<file path="src/rtl/base_pkg.sv">
// Shared helpers for the base_* rotator family: lane-count width and the
// offset-advance step that turns a beat's tag and lane count into the next offset.
package base_pkg;

  localparam int unsigned MAX_WAYS      = 64;
  localparam int unsigned MAX_CNT_WIDTH = $clog2(MAX_WAYS + 1);

  function automatic int unsigned cntWidthOf(input int unsigned ways);
    return $clog2(ways + 1);
  endfunction

  // tag < ways and cnt <= ways, so the sum stays below 2*ways and one subtract wraps it.
  function automatic int unsigned nextOff(input int unsigned tag,
                                          input int unsigned cnt,
                                          input int unsigned ways);
    int unsigned sum;
    sum = tag + cnt;
    if (sum >= ways) sum = sum - ways;
    return sum;
  endfunction

endpackage

</file>
<file path="src/rtl/base_skid.sv">
// Generic one-entry skid slice: output register plus one overflow entry,
// with a registered ready so upstream never sees a combinational path from o_r.
module base_skid #(
  parameter int W = 8
) (
  input  logic         clk,
  input  logic         rst_n,
  input  logic         i_v,
  output logic         i_r,
  input  logic [W-1:0] i_d,
  output logic         o_v,
  input  logic         o_r,
  output logic [W-1:0] o_d
);

  logic         r_rdy;
  logic         r_ov;
  logic         r_sv;
  logic [W-1:0] r_od;
  logic [W-1:0] r_sd;
  logic         w_in;
  logic         w_load;
  logic         w_svNext;

  assign w_in     = i_v && r_rdy;
  assign w_load   = !r_ov || o_r;
  assign w_svNext = r_sv ? !w_load : (w_in && !w_load);

  // r_rdy is low whenever the skid entry is full, so w_in never coincides with r_sv.
  always_ff @(posedge clk or negedge rst_n) begin
    if (!rst_n) begin
      r_rdy <= 1'b0;
      r_ov  <= 1'b0;
      r_sv  <= 1'b0;
      r_od  <= '0;
      r_sd  <= '0;
    end else begin
      r_rdy <= !w_svNext;
      r_sv  <= w_svNext;
      if (r_sv) begin
        if (w_load) begin
          r_ov <= 1'b1;
          r_od <= r_sd;
        end
      end else if (w_in) begin
        if (w_load) begin
          r_ov <= 1'b1;
          r_od <= i_d;
        end else begin
          r_sd <= i_d;
        end
      end else if (w_load) begin
        r_ov <= 1'b0;
      end
    end
  end

  assign i_r = r_rdy;
  assign o_v = r_ov;
  assign o_d = r_od;

endmodule

</file>
<file path="src/rtl/base_rotr_seq.sv">
// Rotate-amount sequencer: tags each accepted beat with the running lane offset.
// Define BASE_ROTR_SEQ_SKID_EN for a registered i_r backed by a base_skid slice.
module base_rotr_seq
  import base_pkg::*;
#(
  parameter int width     = 1,
  parameter int ways      = 2,
  parameter int sel_width = $clog2(ways),
  parameter int cnt_width = cntWidthOf(ways)
) (
  input  logic                   clk,
  input  logic                   rst_n,
  input  logic                   i_v,
  output logic                   i_r,
  input  logic [ways*width-1:0]  i_d,
  input  logic [cnt_width-1:0]   i_cnt,
  input  logic                   i_clr,
  output logic                   o_v,
  input  logic                   o_r,
  output logic [ways*width-1:0]  o_d,
  output logic [0:sel_width-1]   o_sel,
  output logic [cnt_width-1:0]   o_cnt
);

  logic [sel_width-1:0] r_off;
  logic [sel_width-1:0] w_tag;
  logic [sel_width-1:0] w_offNext;
  logic                 w_acc;

  assign w_tag     = i_clr ? '0 : r_off;
  assign w_acc     = i_v && i_r;
  assign w_offNext = sel_width'(nextOff(32'(w_tag), 32'(i_cnt), ways));

  // A clear with no accepted beat still restarts the offset for the next beat.
  always_ff @(posedge clk or negedge rst_n) begin
    if (!rst_n) begin
      r_off <= '0;
    end else if (w_acc) begin
      r_off <= w_offNext;
    end else if (i_clr) begin
      r_off <= '0;
    end
  end

  a_cntLegal: assert property (@(posedge clk) disable iff (!rst_n)
                               w_acc |-> (32'(i_cnt) <= 32'(ways)));

`ifdef BASE_ROTR_SEQ_SKID_EN
  localparam int PW = ways*width + cnt_width + sel_width;

  logic [PW-1:0]        w_inPay;
  logic [PW-1:0]        w_outPay;
  logic [sel_width-1:0] w_sel;

  assign w_inPay = {i_d, i_cnt, w_tag};

  base_skid #(
    .W (PW)
  ) u_skid (
    .clk   (clk),
    .rst_n (rst_n),
    .i_v   (i_v),
    .i_r   (i_r),
    .i_d   (w_inPay),
    .o_v   (o_v),
    .o_r   (o_r),
    .o_d   (w_outPay)
  );

  assign {o_d, o_cnt, w_sel} = w_outPay;
  assign o_sel               = w_sel;
`else
  logic                 r_rdy;
  logic                 r_v;
  logic [ways*width-1:0] r_d;
  logic [sel_width-1:0] r_sel;
  logic [cnt_width-1:0] r_cnt;

  // r_rdy keeps i_r low through reset and raises it on the first edge afterwards.
  assign i_r = r_rdy && (!r_v || o_r);

  always_ff @(posedge clk or negedge rst_n) begin
    if (!rst_n) begin
      r_rdy <= 1'b0;
      r_v   <= 1'b0;
      r_sel <= '0;
      r_cnt <= '0;
    end else begin
      r_rdy <= 1'b1;
      if (w_acc) begin
        r_v   <= 1'b1;
        r_sel <= w_tag;
        r_cnt <= i_cnt;
      end else if (o_r) begin
        r_v   <= 1'b0;
      end
    end
  end

  always_ff @(posedge clk) begin
    if (w_acc) r_d <= i_d;
  end

  assign o_v   = r_v;
  assign o_d   = r_d;
  assign o_sel = r_sel;
  assign o_cnt = r_cnt;
`endif

endmodule

</file>
<file path="config.mk">
export PLATFORM = sky130hd
export DESIGN_NAME = base_rotr_seq
export DESIGN_NICKNAME = d
export VERILOG_FILES = /design/src/rtl/base_pkg.sv /design/src/rtl/base_skid.sv /design/src/rtl/base_rotr_seq.sv
export SDC_FILE = /design/constraint.sdc
export NUM_CORES = 1
export LEC_CHECK = 0
export CAP_MARGIN = 5
export CORE_AREA = 3 3 40 42
export CTS_CLUSTER_SIZE = 40
export DETAILED_ROUTE_END_ITERATION = 7
export DIE_AREA = 0 0 43 45
export GPL_ROUTABILITY_DRIVEN = 0
export SLEW_MARGIN = 25
export SYNTH_ARGS = -nofsm -noshare
export SYNTH_HDL_FRONTEND = slang
export SYNTH_HIERARCHICAL = 1
export SYNTH_SLANG_ARGS = --single-unit
</file>
<file path="constraint.sdc">
create_clock -name clk -period 1.5 [get_ports clk]
set_input_delay 0.3 -clock clk [delete_from_list [all_inputs] [get_ports clk]]
set_output_delay 0.3 -clock clk [all_outputs]
set_load 0.03 [all_outputs]
</file>
; ---- Word level (Yosys, flattened, before mapping)
; Cells that the tools add are included.
[totals]
register_bits = 8
wordCells = 19
[classes]
n_lt_le_gt_ge = 1
addsub = 2
n_reduce_logical = 5
n_mux = 5
[ops]
columns = op, n
row1 = two-way mux 1 bit, 5
row2 = adder 1 x 2 -> 3 bit, 1
row3 = "greater-or-equal comparator 3 x 2 -> 1 bit, second input constant", 1
row4 = logical AND 1 bit, 2
row5 = nonzero test 2 bit, 1
row6 = logical NOT 1 bit, 1
row7 = logical OR 1 bit, 1
row8 = "subtractor 1 bit, second input constant", 1

; ---- Depth between registers and ports, before layout
; Gate-level depths: netlist of run 1.
[depth]
depth_word = 5
depth_mapped = 3
mapped_depth_nobuf = 3

; ---- Worst setup path before layout of run 1
; No wires, ideal clock.
[synth_path]
path_type = reg-to-reg
start = register r_v, in the netlist o_v
end = register r_cnt[0], in the netlist o_cnt[0]
setup_ns = 0.125
setup_slack_ns = 0.241
arrival_time_ns = 1.134
path_stages_with_launch = 4
path_buffers = 0
cell_sequence = dfrtp_1 nand2b_4 nor2b_4 mux2_4
[synth_via]
elab_chain_len = 4
[synth_rtl]
columns = element, line_no
row1 = "start, declared", base_rotr_seq.sv:74  ; logic r_v;
row2 = "start signal, assigned", base_rotr_seq.sv:85  ; r_v <= 1'b0;
row3 = "start signal, assigned", base_rotr_seq.sv:91  ; r_v <= 1'b1;
row4 = "start signal, assigned", base_rotr_seq.sv:95  ; r_v <= 1'b0;
row5 = logical NOT 1 bit, base_rotr_seq.sv:80  ; assign i_r = r_rdy && (!r_v || o_r);
row6 = logical OR 1 bit, base_rotr_seq.sv:80
row7 = logical AND 1 bit, base_rotr_seq.sv:80
row8 = logical AND 1 bit, base_rotr_seq.sv:31  ; assign w_acc = i_v && i_r;
row9 = via w_acc, base_rotr_seq.sv:28  ; logic w_acc;
row10 = "end signal, assigned", base_rotr_seq.sv:93  ; r_cnt <= i_cnt;
row11 = "end, declared", base_rotr_seq.sv:77  ; logic [cnt_width-1:0] r_cnt;
; The timed path passes the listed nets, and every way through them passes these cells.
; A chain may end at the register's enable or synchronous reset.

; ---- Final worst setup path of run 1
[layout_path]
start = input port o_r
end = output port i_r
[layout_via]
elab_chain_len = 2
[layout_rtl]
columns = element, line_no
row1 = "start, declared", base_rotr_seq.sv:19  ; input logic o_r,
row2 = logical OR 1 bit, base_rotr_seq.sv:80
row3 = logical AND 1 bit, base_rotr_seq.sv:80
row4 = "end, declared", base_rotr_seq.sv:14  ; output logic i_r,
; Every way passes these cells.

==> flow_summary.json, run 1 <==
{
  "clock-sinks": 8,
  "timing.hold.worst.class": "input pin to asynchronous set/reset pin",
  "grt.busiest_layer": "met2",
  "timing_worst_setup_path_type": "input pin to primary output",
  "synthesis.nets": 29,
  "timing.reg2reg.setup_slack_ns": 0.35,
  "run_status": "completed",
  "power_leakage_nw": 0.2521,
  "final_core_utilization": 0.4090,
  "post_route_cells_drive_above_1_share": 0.3250,
  "synth_register_bits": 8,
  "postRouteWirelength_um": 668,
  "syn-cell-area_um2": 329.1,
  "multi_input_area_um2": 118.9,
  "start_kind": "input pin",
  "remaining_drc_errors": 0,
  "fmax_ghz": 0.6777,
  "clk_latency_ns": 0.25,
  "pwr_density_cell_nw_per_um2": 1072,
  "drt_pre_antenna_iters": 1,
  "pin_count_of_the_biggest_net_entering_global_routing": 7,
  "critPathSlowestCell": "clkdlybuf4s50_1",
  "worstPathArrival_ns": 1.18,
  "grt_util_met1": 0.09852,
  "synth.lib_cells_used.distinct": 12,
  "tritoncts.num_buffers": 3,
  "die-height_um": 45,
  "vias_per_cell": 3.945,
  "final.setup.worst_slack_ns": 0.02448,
  "synthCells": 20,
  "fin_setup_tns_ns": 0,
  "final_net_count": 50,
  "setup.worst_path.end_class": "primary output",
  "maxCapViolations": 0,
  "final_max_slew_viol_count": 0,
  "rsz0062_at_grt": "false",
  "grt_overflow_total": 0,
  "ff_latch_area_um2": 210.2,
  "synth.avg_cell_area_um2": 16.45,
  "beginning_of_the_critical_path": "o_r",
  "core_region_area_um2": 1285,
  "final.fill_count": 124,
  "power.combinational.fraction": 0.236,
  "cts.path.max_buffers": 2,
  "grt_pass1_wl_mm": 1.152,
  "ant_nets": 0,
  "power.sequential.fraction": 0.455,
  "pin_count": 16,
  "antenna_cells": 0,
  "postCtsHoldBufs": 0,
  "p_int_mw": 0.4134,
  "final-hold-violation-count": 0,
  "critical_path.max_fanout": 4,
  "vias_in_the_first_global_route": 273,
  "ir_worst_vdd_mv": 0.3858,
  "floorplan.initialDensity": 0.2561,
  "switching_share": 0.2662,
  "post-layout-total-power_mw": 0.5634,
  "pre_cts_ws_ns": -0.03692,
  "grt_use_total": 0.08389,
  "met3_usage": 0.04382,
  "finalCriticalPeriod_ns": 1.476,
  "power.share.clock": 0.309,
  "portBuffers": 15,
  "fp-row-count": 13,
  "yosysSeqAreaShare": 0.6388,
  "cpPeakStageDelay_ns": 0.40,
  "cts_tree": "built",
  "routedWlPerCell_um": 12.15,
  "crit_required_ns": 1.20,
  "cp_cell_sequence": "clkdlybuf4s50_1 -> nand2b_4 -> and2_2 -> buf_6",
  "layout_worst_path_cycle_share": 0.9837,
  "chipWidth_um": 43,
  "net-switching-power_mw": 0.1500,
  "dieArea_um2": 1935,
  "global_route.usage.met2": 0.1198,
  "timing.hold.ws_ns": 0.2809,
  "antenna_found_initial": 0,
  "worstReg2RegStart": "o_v",
  "detailroute.via_count": 217,
  "finClkSkew_ns": 0.01347,
  "total_setup_violations_reported_at_the_end_of_the_flow": 0,
  "synthesis.yosys.warnings": 6,
  "area_growth_syn_to_layout_pct": 59.70,
  "ctsHtreeMaxLevel": 1,
  "clk_pin_slew_worst_paths_ns": 0.06,
  "dr.first_iter.drc_count": 0,
  "clk_root_buffer_cell": "clkbuf_4"
}
-- cells by family (layout without fill, tap and decap cells) --
group / Yosys count / after routing / share of synthesized area
flops: 8 / 8 / 0.6388
simple gates: 7 / 7 / 0.1863
mux: 3 / 3 / 0.1369
other cells: 1 / 1 / 0.01140
xor+xnor: 1 / 1 / 0.02662
buf+inv: 0 / 20 / 0
-- routing by layer --
layer	share of wire	wire [um]	vias to the layer above
li1	-	-	105
met1	0.46	305	96
met2	0.43	290	16
met3	0.11	71	0
met4	0	0	0
met5	0	0	-
-- state kept, by name, indices dropped and copies added (netlist names) --
register and cells:
o_cnt 2, o_d 2, o_sel 1, o_v 1
r_off 1, r_rdy 1
-- synthesized netlist by cell type (all sizes together) --
| cell | number | share of area |
|---|---|---|
| and4 | 1 | 0.030 |
| dfrtp | 6 | 0.46 |
| edfxtp | 2 | 0.18 |
| nor2b | 2 | 0.061 |
| nand2b | 1 | 0.042 |
| mux2 | 3 | 0.14 |
| and2 | 1 | 0.023 |
| xor2 | 1 | 0.027 |
| nand2 | 2 | 0.030 |
| conb | 1 | 0.011 |
-- what timing repair did --
action	in CTS	in global routing
endpoints found under the hold margin	0	0
resized for setup	6	1
buffers inserted	0	0
endpoints found under the setup margin	6	1
-- power by group through the flow --
stage | clock network [mW] | registers (mW) | logic [mW]
6_report | 0.174 | 0.256 | 0.133
3_3_place_gp | 0 | 0.260 | 0.143
4_1_cts | 0.185 | 0.257 | 0.134
5_1_grt | 0.190 | 0.259 | 0.142
2_1_floorplan | 0 | 0.294 | 0.0414
3_5_place_dp | 0 | 0.261 | 0.144
-- worst paths after layout --
kind,endpoint,depth (start not counted)
worst max-delay path,i_r,4
worst min-delay path,o_cnt[1],1
worst max register to register,o_sel,3
worst min register to register,o_cnt[1],1
max in group asynchronous,r_rdy,1
min in group clk,o_cnt[1],1
-- worst max-delay path: cells and delay by family --
family,cells,cell delay (ns)
buf+inv,2,0.53
simple gates,2,0.34
-- metrics by stage --
step	instance area, um^2	std cells
detailed placement	503.0	51
global route	525.5	55
global placement	503.0	51
floorplan	329.1	20
CTS	521.8	55
finish	525.5	55
-- placed cells by master (no fill, tap or decap) --
cell type	instances
xor2_1	1
edfxtp_1	2
and4_2	1
clkbuf_1	1
clkbuf_4	3
buf_6	1
nor2b_1	1
nand2_1	1
dfrtp_1	6
conb_1	1
buf_4	1
clkdlybuf4s50_1	8
and2_2	1
nor2b_4	1
nand2_2	1
nand2b_4	1
dlygate4sd2_1	6
mux2_4	3
-- final cells by class --
type	count	area share
flip-flops and latches	8	0.4000
multi-input cells	12	0.2262
clock buffers	4	0.05000
well taps	15	0.03571
repair buffers	16	0.2881
(Power assumes the default switching activity.)
==> run 2: changes to the inputs <==
==> constraint.sdc (replaced) <==
create_clock -name clk -period 1.6 [get_ports clk]
set_input_delay 0.32 -clock clk [delete_from_list [all_inputs] [get_ports clk]]
set_output_delay 0.32 -clock clk [all_outputs]
set_load 0.03 [all_outputs]
==> flow_summary.json, run 2 (same netlist as run 1, synthesis figures left out) <==
{
  "run_status": "completed",
  "antenna_found_initial": 0,
  "die-height_um": 45,
  "worstPathArrival_ns": 1.23,
  "tritoncts.num_buffers": 3,
  "power_leakage_nw": 0.2731,
  "grt_use_total": 0.08677,
  "post_route_cells_drive_above_1_share": 0.3077,
  "routedWlPerCell_um": 11.61,
  "vias_per_cell": 3.889,
  "post-layout-total-power_mw": 0.5241,
  "clock-sinks": 8,
  "dieArea_um2": 1935,
  "postRouteWirelength_um": 627,
  "pre_cts_ws_ns": -0.01055,
  "vias_in_the_first_global_route": 246,
  "area_growth_syn_to_layout_pct": 60.08,
  "detailroute.via_count": 210,
  "pwr_density_cell_nw_per_um2": 995.0,
  "pin_count_of_the_biggest_net_entering_global_routing": 7,
  "clk_root_buffer_cell": "clkbuf_4",
  "dr.first_iter.drc_count": 1,
  "finalCriticalPeriod_ns": 1.547,
  "dp_hpwl_um": 499.8,
  "fmax_ghz": 0.6465,
  "setup.worst_path.end_class": "primary output",
  "grt_overflow_total": 0,
  "grt_pass1_wl_mm": 1.062,
  "pin_count": 16,
  "clk_pin_slew_worst_paths_ns": 0.05,
  "critical_path.max_fanout": 1,
  "timing.hold.ws_ns": 0.3093,
  "worstPathBufferInverterCount": 1,
  "final.fill_count": 127,
  "final-hold-violation-count": 0,
  "final_design_area_no_fill_um2": 526.8,
  "ant_nets": 0,
  "start_kind": "register",
  "core_region_area_um2": 1285,
  "cpPeakStageDelay_ns": 0.66,
  "cts.path.max_buffers": 2,
  "critical_path.top_delay_family": "buffers and inverters",
  "dpl_cell_area_um2": 495.5,
  "maxCapViolations": 0,
  "final.setup.worst_slack_ns": 0.05322,
  "cts_tree": "built",
  "final_net_count": 49,
  "total_setup_violations_reported_at_the_end_of_the_flow": 0,
  "rsz0062_at_grt": "false",
  "worstReg2RegEnd": "o_cnt[0]",
  "floorplan.initialDensity": 0.2561,
  "clk_latency_ns": 0.25,
  "layout_worst_path_cycle_share": 0.9667,
  "ir_worst_vdd_mv": 0.3866,
  "layout_commonest_cell": "clkdlybuf4s50_1",
  "layout_common_cells": "9 x clkdlybuf4s50_1, 6 x dfrtp_1, 3 x mux2_4, 3 x clkbuf_4, 3 x dlymetal6s2s_1",
  "drt_pre_antenna_iters": 2,
  "portBuffers": 15,
  "worstReg2RegStart": "o_v",
  "finClkSkew_ns": 0.006972,
  "final_core_utilization": 0.4099,
  "ctsHtreeMaxLevel": 1,
  "timing.hold.worst.class": "input pin to asynchronous set/reset pin",
  "ff2ff_path_depth": 3,
  "timing.reg2reg.setup_slack_ns": 0.43,
  "antenna_cells": 0,
  "remaining_drc_errors": 0,
  "timing_worst_setup_path_type": "register to primary output",
  "fp-row-count": 13,
  "chipWidth_um": 43,
  "cp_cell_sequence": "clkdlybuf4s50_1",
  "critPathSlowestCell": "clkdlybuf4s50_1",
  "crit_required_ns": 1.28,
  "final_max_slew_viol_count": 0
}
-- run 2: cell types whose count changed in the layout (fill, tap and decap cells not counted), sizes merged --
cell | before | now
dlygate4sd2 | 6 | 2
dlymetal6s2s | 0 | 3
buf | 2 | 1
clkdlybuf4s50 | 8 | 9
-- run 2: worst reg2reg max path, delay by kind of cell (launching register included) --
kind	cells	cell delay [ns]
and+or+nand+nor	2	0.33
muxes	1	0.32
DFF	1	0.40
-- run 2: routing by layer --
| layer | vias up | GRT usage | wire length, um |
|---|---|---|---|
| met5 | - | 0 | 0 |
| met4 | 0 | 0.09036 | 0 |
| li1 | 104 | - | - |
| met3 | 0 | 0.05179 | 78 |
| met1 | 90 | 0.09227 | 287 |
| met2 | 16 | 0.1138 | 261 |
-- run 2: how the worst max path moves through the flow --
stage                         from       end  slack [ns]  cells after the start
after detailed placement       o_r  o_cnt[0]       -0.01                      4
after CTS                 o_cnt[1]  o_cnt[1]       0.004                      1
after floorplan                o_v  o_cnt[0]        0.34                      3
after global routing        o_d[0]    o_d[0]       0.006                      1
final                       o_d[0]    o_d[0]        0.05                      1
after global placement         o_r  o_cnt[1]        0.03                      4
-- run 2: per-stage QoR --
stage          TNS [ns]  instances
2_1_floorplan         0         20
3_3_place_gp          0         50
3_5_place_dp   -0.01276         50
4_1_cts               0         54
5_1_grt               0         54
6_report              0         54
-- run 2: what timing repair did --
item                                    in CTS  in global routing
endpoints found under the setup margin       2                  3
hold buffers                                 0                  0
gates resized for setup                      2                  3
buffers inserted                             0                  0
-- run 2: cell type report --
class,instances,area (um^2),area share
timing repair buffer,15,152.6,0.2898
sequential,8,210.2,0.3991
multi-input combinational,12,118.9,0.2257
clock buffer,4,26.28,0.04988
tap,15,18.77,0.03563
-- run 2: report_power, final --
| group | internal, mW | total, mW | switching, mW |
|---|---|---|---|
| clock network | 0.0950 | 0.158 | 0.0630 |
| logic | 0.0647 | 0.126 | 0.0613 |
| registers | 0.230 | 0.240 | 0.0102 |
| total | 0.390 | 0.524 | 0.134 |
